--- config.mk ---
export PLATFORM = sky130hd
export DESIGN_NAME = hb_up2_tdm
export DESIGN_NICKNAME = d
export VERILOG_FILES = /design/src/rtl/hb_up2_pkg.sv /design/src/rtl/hb_adder_tree.sv /design/src/rtl/hb_up2_tdm.sv
export SDC_FILE = /design/constraint.sdc
export NUM_CORES = 2
export LEC_CHECK = 0
export BUFFER_PORTS_ARGS = -buffer_cell sky130_fd_sc_hd__buf_2
export CORE_MARGIN = 2
export CORE_UTILIZATION = 55
export CTS_CLUSTER_DIAMETER = 120
export DETAILED_ROUTE_END_ITERATION = 6
export PLACE_DENSITY = 0.71
export SLEW_MARGIN = 20
export SYNTH_ARGS = -nofsm -noshare
export SYNTH_HDL_FRONTEND = slang
export SYNTH_HIERARCHICAL = 1
export SYNTH_SLANG_ARGS = --single-unit
--- constraint.sdc ---
create_clock -name clk -period 10.1 [get_ports clk]
set_input_delay 0.505 -clock clk [delete_from_list [all_inputs] [get_ports clk]]
set_output_delay 0.505 -clock clk [all_outputs]
set_load 0.03 [all_outputs]
--- src/rtl/hb_up2_pkg.sv ---
// Shared helpers for hb_up2_tdm: latency and accumulator width functions, default coefficients.
package hb_up2_pkg;

  typedef logic signed [15:0] coe_t;

  localparam int unsigned DefNumCoe = 5;

  typedef coe_t coe_arr_t [DefNumCoe];

  // c[0] is the outermost tap; c[K-1] sits next to the centre tap.
  localparam coe_arr_t DefCoeNums = '{16'sh01dc, 16'shfcdb, 16'sh0609, 16'shf3c6, 16'sh2847};

  function automatic int unsigned hb_up2_lat(input int unsigned k);
    return 3 + $clog2(k);
  endfunction

  function automatic int unsigned acc_width(input int unsigned xw, input int unsigned cw,
                                            input int unsigned k);
    return xw + cw + 1 + $clog2(k);
  endfunction

endpackage

--- src/rtl/hb_adder_tree.sv ---
// Pipelined signed adder tree: N inputs, one register per level, $clog2(N) levels.
module hb_adder_tree #(
  parameter int unsigned N = 5,
  parameter int unsigned W = 16,
  localparam int unsigned Lvls = $clog2(N),
  localparam int unsigned OW = W + Lvls
) (
  input  logic                 clk,
  input  logic                 rst_n,
  input  logic signed [W-1:0]  din [N],
  output logic signed [OW-1:0] dout
);

  // Zero padding to 2N keeps every pair index in range at every level.
  logic signed [OW-1:0] ext [2*N];

  always_comb begin
    for (int j = 0; j < 2 * N; j++) ext[j] = '0;
    for (int j = 0; j < N; j++) ext[j] = OW'(din[j]);
  end

  if (Lvls == 0) begin : g_pass
    assign dout = ext[0];
  end else begin : g_tree
    logic signed [OW-1:0] stg [Lvls][2*N];

    always_ff @(posedge clk or negedge rst_n) begin
      if (!rst_n) begin
        for (int l = 0; l < Lvls; l++) begin
          for (int j = 0; j < 2 * N; j++) stg[l][j] <= '0;
        end
      end else begin
        for (int j = 0; j < N; j++) stg[0][j] <= ext[2*j] + ext[2*j+1];
        for (int l = 1; l < Lvls; l++) begin
          for (int j = 0; j < N; j++) stg[l][j] <= stg[l-1][2*j] + stg[l-1][2*j+1];
        end
      end
    end

    assign dout = stg[Lvls-1][0];
  end

endmodule

--- src/rtl/hb_up2_tdm.sv ---
// TDM half-band interpolate-by-2 filter. Optional saturation of yout1 under HB_UP2_TDM_SAT_EN;
// without it yout1 wraps. Pipeline: pre-add, multiply, adder tree, round/shift/limit.
module hb_up2_tdm
  import hb_up2_pkg::*;
#(
  parameter int unsigned NUM_CH = 4,
  parameter int unsigned XIN_WIDTH = 16,
  parameter int unsigned COE_WIDTH = 16,
  parameter int unsigned NUM_UNIQUE_COE = 5,
  parameter logic signed [COE_WIDTH-1:0] COE_NUMS [NUM_UNIQUE_COE] = DefCoeNums,
  parameter int unsigned YOUT_WIDTH = 16,
  parameter int unsigned SRA_BITS = 15,
  localparam int unsigned CW = (NUM_CH > 1) ? $clog2(NUM_CH) : 1
) (
  input  logic                  clk,
  input  logic                  rst_n,
  input  logic [XIN_WIDTH-1:0]  xin,
  input  logic                  xin_valid,
  input  logic                  xin_first,
  output logic [YOUT_WIDTH-1:0] yout0,
  output logic [YOUT_WIDTH-1:0] yout1,
  output logic                  yout_valid,
  output logic [CW-1:0]         yout_ch,
  output logic                  ovf
);

  localparam int unsigned K = NUM_UNIQUE_COE;
  localparam int unsigned Taps = 2 * K;
  localparam int unsigned TreeLvls = $clog2(K);
  localparam int unsigned PW = XIN_WIDTH + 1;
  localparam int unsigned MW = PW + COE_WIDTH;
  localparam int unsigned AW = acc_width(XIN_WIDTH, COE_WIDTH, K);
  localparam int unsigned SW = (AW + 1 > YOUT_WIDTH) ? AW + 1 : YOUT_WIDTH + 1;
  localparam bit NoOvf = (YOUT_WIDTH + SRA_BITS >= AW);
  localparam int unsigned RndSh = (SRA_BITS > 0) ? SRA_BITS - 1 : 0;
  localparam logic signed [SW-1:0] RndC = (SRA_BITS > 0) ? (SW'(1) << RndSh) : '0;

  logic [CW-1:0]                ch_q, cur_ch;
  logic signed [XIN_WIDTH-1:0]  hist_q [NUM_CH][Taps-1];
  logic signed [XIN_WIDTH-1:0]  tap [Taps];

  logic signed [PW-1:0]         s1_pre [K];
  logic signed [XIN_WIDTH-1:0]  s1_y0;
  logic [CW-1:0]                s1_ch;
  logic                         s1_vld;
  logic signed [MW-1:0]         s2_prod [K];
  logic signed [XIN_WIDTH-1:0]  sb_y0 [TreeLvls+1];
  logic [CW-1:0]                sb_ch [TreeLvls+1];
  logic                         sb_vld [TreeLvls+1];
  logic signed [AW-1:0]         acc;

  logic signed [SW-1:0]         rnd, shifted;
  logic                         fits, ovf_c;
  logic [YOUT_WIDTH-1:0]        y1_c;

  assign cur_ch = xin_first ? '0 : ch_q;

  always_comb begin
    tap[0] = xin;
    for (int j = 1; j < Taps; j++) tap[j] = hist_q[cur_ch][j-1];
  end

  // Per-channel history so a resync via xin_first keeps each channel's samples separate.
  always_ff @(posedge clk or negedge rst_n) begin
    if (!rst_n) begin
      ch_q <= '0;
      for (int c = 0; c < NUM_CH; c++) begin
        for (int j = 0; j < Taps - 1; j++) hist_q[c][j] <= '0;
      end
    end else if (xin_valid) begin
      ch_q <= (cur_ch == CW'(NUM_CH - 1)) ? '0 : cur_ch + 1'b1;
      hist_q[cur_ch][0] <= xin;
      for (int j = 1; j < Taps - 1; j++) hist_q[cur_ch][j] <= hist_q[cur_ch][j-1];
    end
  end

  always_ff @(posedge clk or negedge rst_n) begin
    if (!rst_n) begin
      for (int i = 0; i < K; i++) begin
        s1_pre[i]  <= '0;
        s2_prod[i] <= '0;
      end
      s1_y0  <= '0;
      s1_ch  <= '0;
      s1_vld <= 1'b0;
      for (int l = 0; l <= TreeLvls; l++) begin
        sb_y0[l]  <= '0;
        sb_ch[l]  <= '0;
        sb_vld[l] <= 1'b0;
      end
    end else begin
      for (int i = 0; i < K; i++) begin
        s1_pre[i]  <= PW'(tap[i]) + PW'(tap[Taps-1-i]);
        s2_prod[i] <= MW'(s1_pre[i]) * MW'(COE_NUMS[i]);
      end
      s1_y0     <= tap[K];
      s1_ch     <= cur_ch;
      s1_vld    <= xin_valid;
      sb_y0[0]  <= s1_y0;
      sb_ch[0]  <= s1_ch;
      sb_vld[0] <= s1_vld;
      for (int l = 1; l <= TreeLvls; l++) begin
        sb_y0[l]  <= sb_y0[l-1];
        sb_ch[l]  <= sb_ch[l-1];
        sb_vld[l] <= sb_vld[l-1];
      end
    end
  end

  hb_adder_tree #(
    .N (K),
    .W (MW)
  ) u_tree (
    .clk   (clk),
    .rst_n (rst_n),
    .din   (s2_prod),
    .dout  (acc)
  );

  always_comb begin
    rnd     = SW'(acc) + RndC;
    shifted = rnd >>> SRA_BITS;
    fits    = (&shifted[SW-1:YOUT_WIDTH-1]) | ~(|shifted[SW-1:YOUT_WIDTH-1]);
    ovf_c   = NoOvf ? 1'b0 : ~fits;
    y1_c    = shifted[YOUT_WIDTH-1:0];
`ifdef HB_UP2_TDM_SAT_EN
    if (ovf_c) begin
      y1_c = shifted[SW-1] ? {1'b1, {(YOUT_WIDTH-1){1'b0}}} : {1'b0, {(YOUT_WIDTH-1){1'b1}}};
    end
`endif
  end

  always_ff @(posedge clk or negedge rst_n) begin
    if (!rst_n) begin
      yout0      <= '0;
      yout1      <= '0;
      yout_valid <= 1'b0;
      yout_ch    <= '0;
      ovf        <= 1'b0;
    end else begin
      yout_valid <= sb_vld[TreeLvls];
      if (sb_vld[TreeLvls]) begin
        yout0   <= YOUT_WIDTH'(sb_y0[TreeLvls]);
        yout1   <= y1_c;
        yout_ch <= sb_ch[TreeLvls];
        ovf     <= ovf_c;
      end
    end
  end

endmodule

# [After elaboration in Yosys (flattened, before gate mapping)]
# Index checks and enable logic that the tools add are counted.
[totals] register_bits=1145 input_bits=20 output_inout_bits=36
[classes] n_addsub=11 multipliers=5 n_lt_le_gt_ge=2 n_eq_ne=1 mux=32 bitwise_logic=4 reduce_logical=3
[ops] operator="576-bit bitwise mux" n=9
[ops] operator="144-bit demux with 2-bit select" n=9
[ops] operator="144-bit 2-to-1 mux" n=3
[ops] operator="144-bit binary-select mux with 2-bit select" n=1
[ops] operator="128-bit 2-to-1 mux" n=1
[ops] operator="112-bit 2-to-1 mux" n=1
[ops] operator="96-bit 2-to-1 mux" n=1
[ops] operator="16-bit by 16-bit adder with 17-bit output" n=5
[ops] operator="80-bit 2-to-1 mux" n=1
[ops] operator="64-bit 2-to-1 mux" n=1
[ops] operator="17-bit by 12-bit multiplier with 29-bit output, second input constant" n=2
[ops] operator="48-bit 2-to-1 mux" n=1
[ops] operator="36-bit by 16-bit adder with 37-bit output, second input constant" n=1
[ops] operator="36-bit by 32-bit adder with 36-bit output" n=1
[ops] operator="36-bit adder" n=1
[ops] operator="17-bit by 15-bit multiplier with 32-bit output, second input constant" n=1
[ops] operator="32-bit 2-to-1 mux" n=1
[ops] operator="29-bit by 30-bit adder with 31-bit output" n=1
[ops] operator="27-bit by 28-bit adder with 29-bit output" n=1
[ops] operator="17-bit by 11-bit multiplier with 28-bit output, second input constant" n=1
[ops] operator="17-bit by 8-bit multiplier with 25-bit output, second input constant" n=1
[ops] operator="16-bit 2-to-1 mux" n=1
[ops] operator="7-bit AND reduction" n=1
[ops] operator="7-bit OR reduction" n=1
[ops] operator="other kinds (9)" n=11

# [Longest topological paths before layout]
[depth] word_depth=15 ltp_mapped=21 depth_no_buf=20

# [Cells and area by module]
# The synthesis kept the hierarchy.
[by_module_without_submodules] mod="hb_up2_tdm" n_inst=1 cells_per_inst=5026 area_each_um2=57092.3 seq_area_each_um2=23447.5
[by_module_without_submodules] mod="hb_adder_tree" n_inst=1 cells_per_inst=1249 area_each_um2=12513.3 seq_area_each_um2=5129.9

# [Least setup slack after synthesis]
# OpenSTA, ideal clock, no wires.
[synth_path] path_kind="register -> register" startpoint="register s1_pre[27] in the netlist's numbering" endpoint="register s2_prod[61] in the netlist's numbering" setup_ns=0.080 arrival_ns=4.752 t_required_ns=10.020 setup_slack_ns=5.268 stages_incl_launch_ff=17 n_path_buf=0 period_less_slack_ns=4.832 cell_sequence="dfrtp_1 fa_1 ha_1 fa_1 fa_1 inv_1 fa_1 inv_1 ha_1 a211oi_1 nand2_1 a2111oi_2 a211oi_1 a311oi_2 o21ai_1 a21oi_1 xnor2_1"
[synth_between] elab_chain_len=1
[synth_lines] item="start: declaration" line_no="hb_up2_tdm.sv:42" rtl="logic signed [PW-1:0] s1_pre [K];"
[synth_lines] item="start signal: indexed assignment" line_no="hb_up2_tdm.sv:93" rtl="s1_pre[i] <= PW'(tap[i]) + PW'(tap[Taps-1-i]);"
[synth_lines] item="17-bit by 12-bit multiplier with 29-bit output" line_no="hb_up2_tdm.sv:94" rtl="s2_prod[i] <= MW'(s1_pre[i]) * MW'(COE_NUMS[i]);"
[synth_lines] item="end signal: indexed assignment" line_no="hb_up2_tdm.sv:94"
[synth_lines] item="end: declaration" line_no="hb_up2_tdm.sv:46" rtl="logic signed [MW-1:0] s2_prod [K];"
# No other way between the ends.
# A chain may end at the register's enable or synchronous reset.

==> impl_metrics.ini <==
[route]
wl_per_cell_microns = 19.2
wl_mm = 153
vias = 45300
first_pass_iters = 5
drt_first_iter_violations = 3006
drc_errors = 0
vias_per_cell = 5.70
ant_nets = 0

[worst_setup_path]
end_kind = register
startpoint_type = register
crit_type = reg -> reg
arrival_ns = 6.16
crit_fanout = 60
critPathRequiredTime_ns = 10.75

[sta]
finalMaxSlewViolations = 0
max_freq_ghz = 0.181
timing.setup.tns_ns = 0
rsz0062_at_grt = no
skew_ns = 0.0553
final_hold_viol_count = 0
period_minus_slack_ns = 5.51
timing.slew.headroom_pct = 29.0
fin_ws_ns = 4.59
setup_viol = 0
timing.final.crit_share_pct = 54.6
worstMarginPinSlew_ns = 1.06

[cells_and_area]
mostFrequentLayoutCells = dfrtp_1 (1,126), ha_1 (660), inv_1 (622)
diodes = 0
fin_nets = 7199
area_delta_synth_final_pct = 8.74
mostFrequentLayoutCell = dfrtp_1
drive_gt1_share_pct = 14.4

[die]
dieWidth_microns = 358
initial_core_util_pct = 55.6
fp.dieH_microns = 358
ios = 56
fp.dieArea_sq_um = 128000
core_sq_um = 124000
row_count = 129

[run]
drv_cap = 0

[clock_tree]
clkTransAtPathRegs_ns = 0.06
htreeDepth = 3
ctsRootBufferMaster = clkbuf_16
clkSinkCount = 1128
cts_buffers = 117
cts_buffer_depth = 3
post_cts.repair.setup_buffers = 0
cts_tree = built
insertion_delay_ns = 0.75

[placed_design]
gp_congestion = 0.913
io_buffers = 55
place_ws_ns = 4.63
hpwl_mm = 111

[yosys]
synthCells = 6221
synth.cell_area_sq_um = 69000
yosys_warnings = 6
avgSynthCellArea_sq_um = 11.1

[worst_hold_path]
hp-class = in -> reg

[global_routing]
grt_max_degree = 180
track_usage_pct = 24.2
gr-total-overflow = 0
grt_pass1_vias = 45700
antenna_found_initial = 0
grt_pass1_wl_mm = 248

[outcome]
status = finished, final reports clean
==> worst max-delay path, cell delays in order, from the launching register on <==
cell and delay (ns):
dfrtp_4 0.72, nand2b_4 0.68, buf_4 0.66, buf_4 0.65, nand2_1 0.11, a31oi_1 0.42
ha_1 0.27, inv_1 0.06, fa_1 0.41, nor2b_1 0.13, o21ai_0 0.15, a21boi_0 0.29
o21ai_0 0.17, a21boi_0 0.19, o21ai_0 0.12, nor3b_1 0.16, a211oi_1 0.18
==> routing by layer <==
layer	vias to the layer above	GRT usage [%]	share of wire, %
met2	875	39.7	48
met5	-	0	0
li1	21500	-	-
met1	22700	34.2	46
met3	209	2.85	4.0
met4	0	6.79	2.4
==> stage by stage <==
| stage | utilization [%] | instance area [sq um] | instances | hold slack [ns] |
|---|---|---|---|---|
| finish | 60.4 | 75000 | 7939 | 0.0795 |
| global route | 60.4 | 75000 | 7939 | 0.0630 |
| CTS | 60.4 | 75000 | 7939 | 0.0192 |
| detailed placement | 57.0 | 70700 | 7720 | 0.335 |
| global placement | 57.0 | 70700 | 7720 | 0.332 |
| floorplan | - | 69000 | 6224 | 0.209 |
==> final cells by class <==
class	count	area, sq um
inverter	623	2340
multi-input combinational	4247	37500
clock inverter	63	951
sequential	1128	28200
timing repair buffer	86	608
fill	9943	49100
clock buffer	155	3290
tap	1637	2050
==> flip-flops by register name (all words and copies together), names as in the netlist, 22 cells and up <==
register           count
hist_q               576
s2_prod              143
sb_y0                 64
s1_pre                85
u_tree/g_tree.stg    169
u_tree/dout           22
==> path summary, 6_finish.rpt <==
kind | endpoint | start | cells after the start | slack (ns)
max in group asynchronous | hist_q[388] | rst_n | 4 | 7.48
max reg2reg | s1_pre[46] | ch_q[0] | 16 | 4.59
min reg2reg | sb_y0[1] | sb_y0[17] | 0 | 0.32
min in group asynchronous | yout1[6] | rst_n | 2 | 0.39
max | s1_pre[46] | ch_q[0] | 16 | 4.59
min | hist_q[143] | xin[15] | 2 | 0.08
==> timing repair <==
item | in CTS | in global routing
gates resized for setup | 0 | 0
hold buffers | 1 | 0
endpoints found under the hold margin | 71 | 0
Power is left out: the tool's default activity adds up to more than one toggle a clock period on the data nets, which glitch-free logic cannot reach.
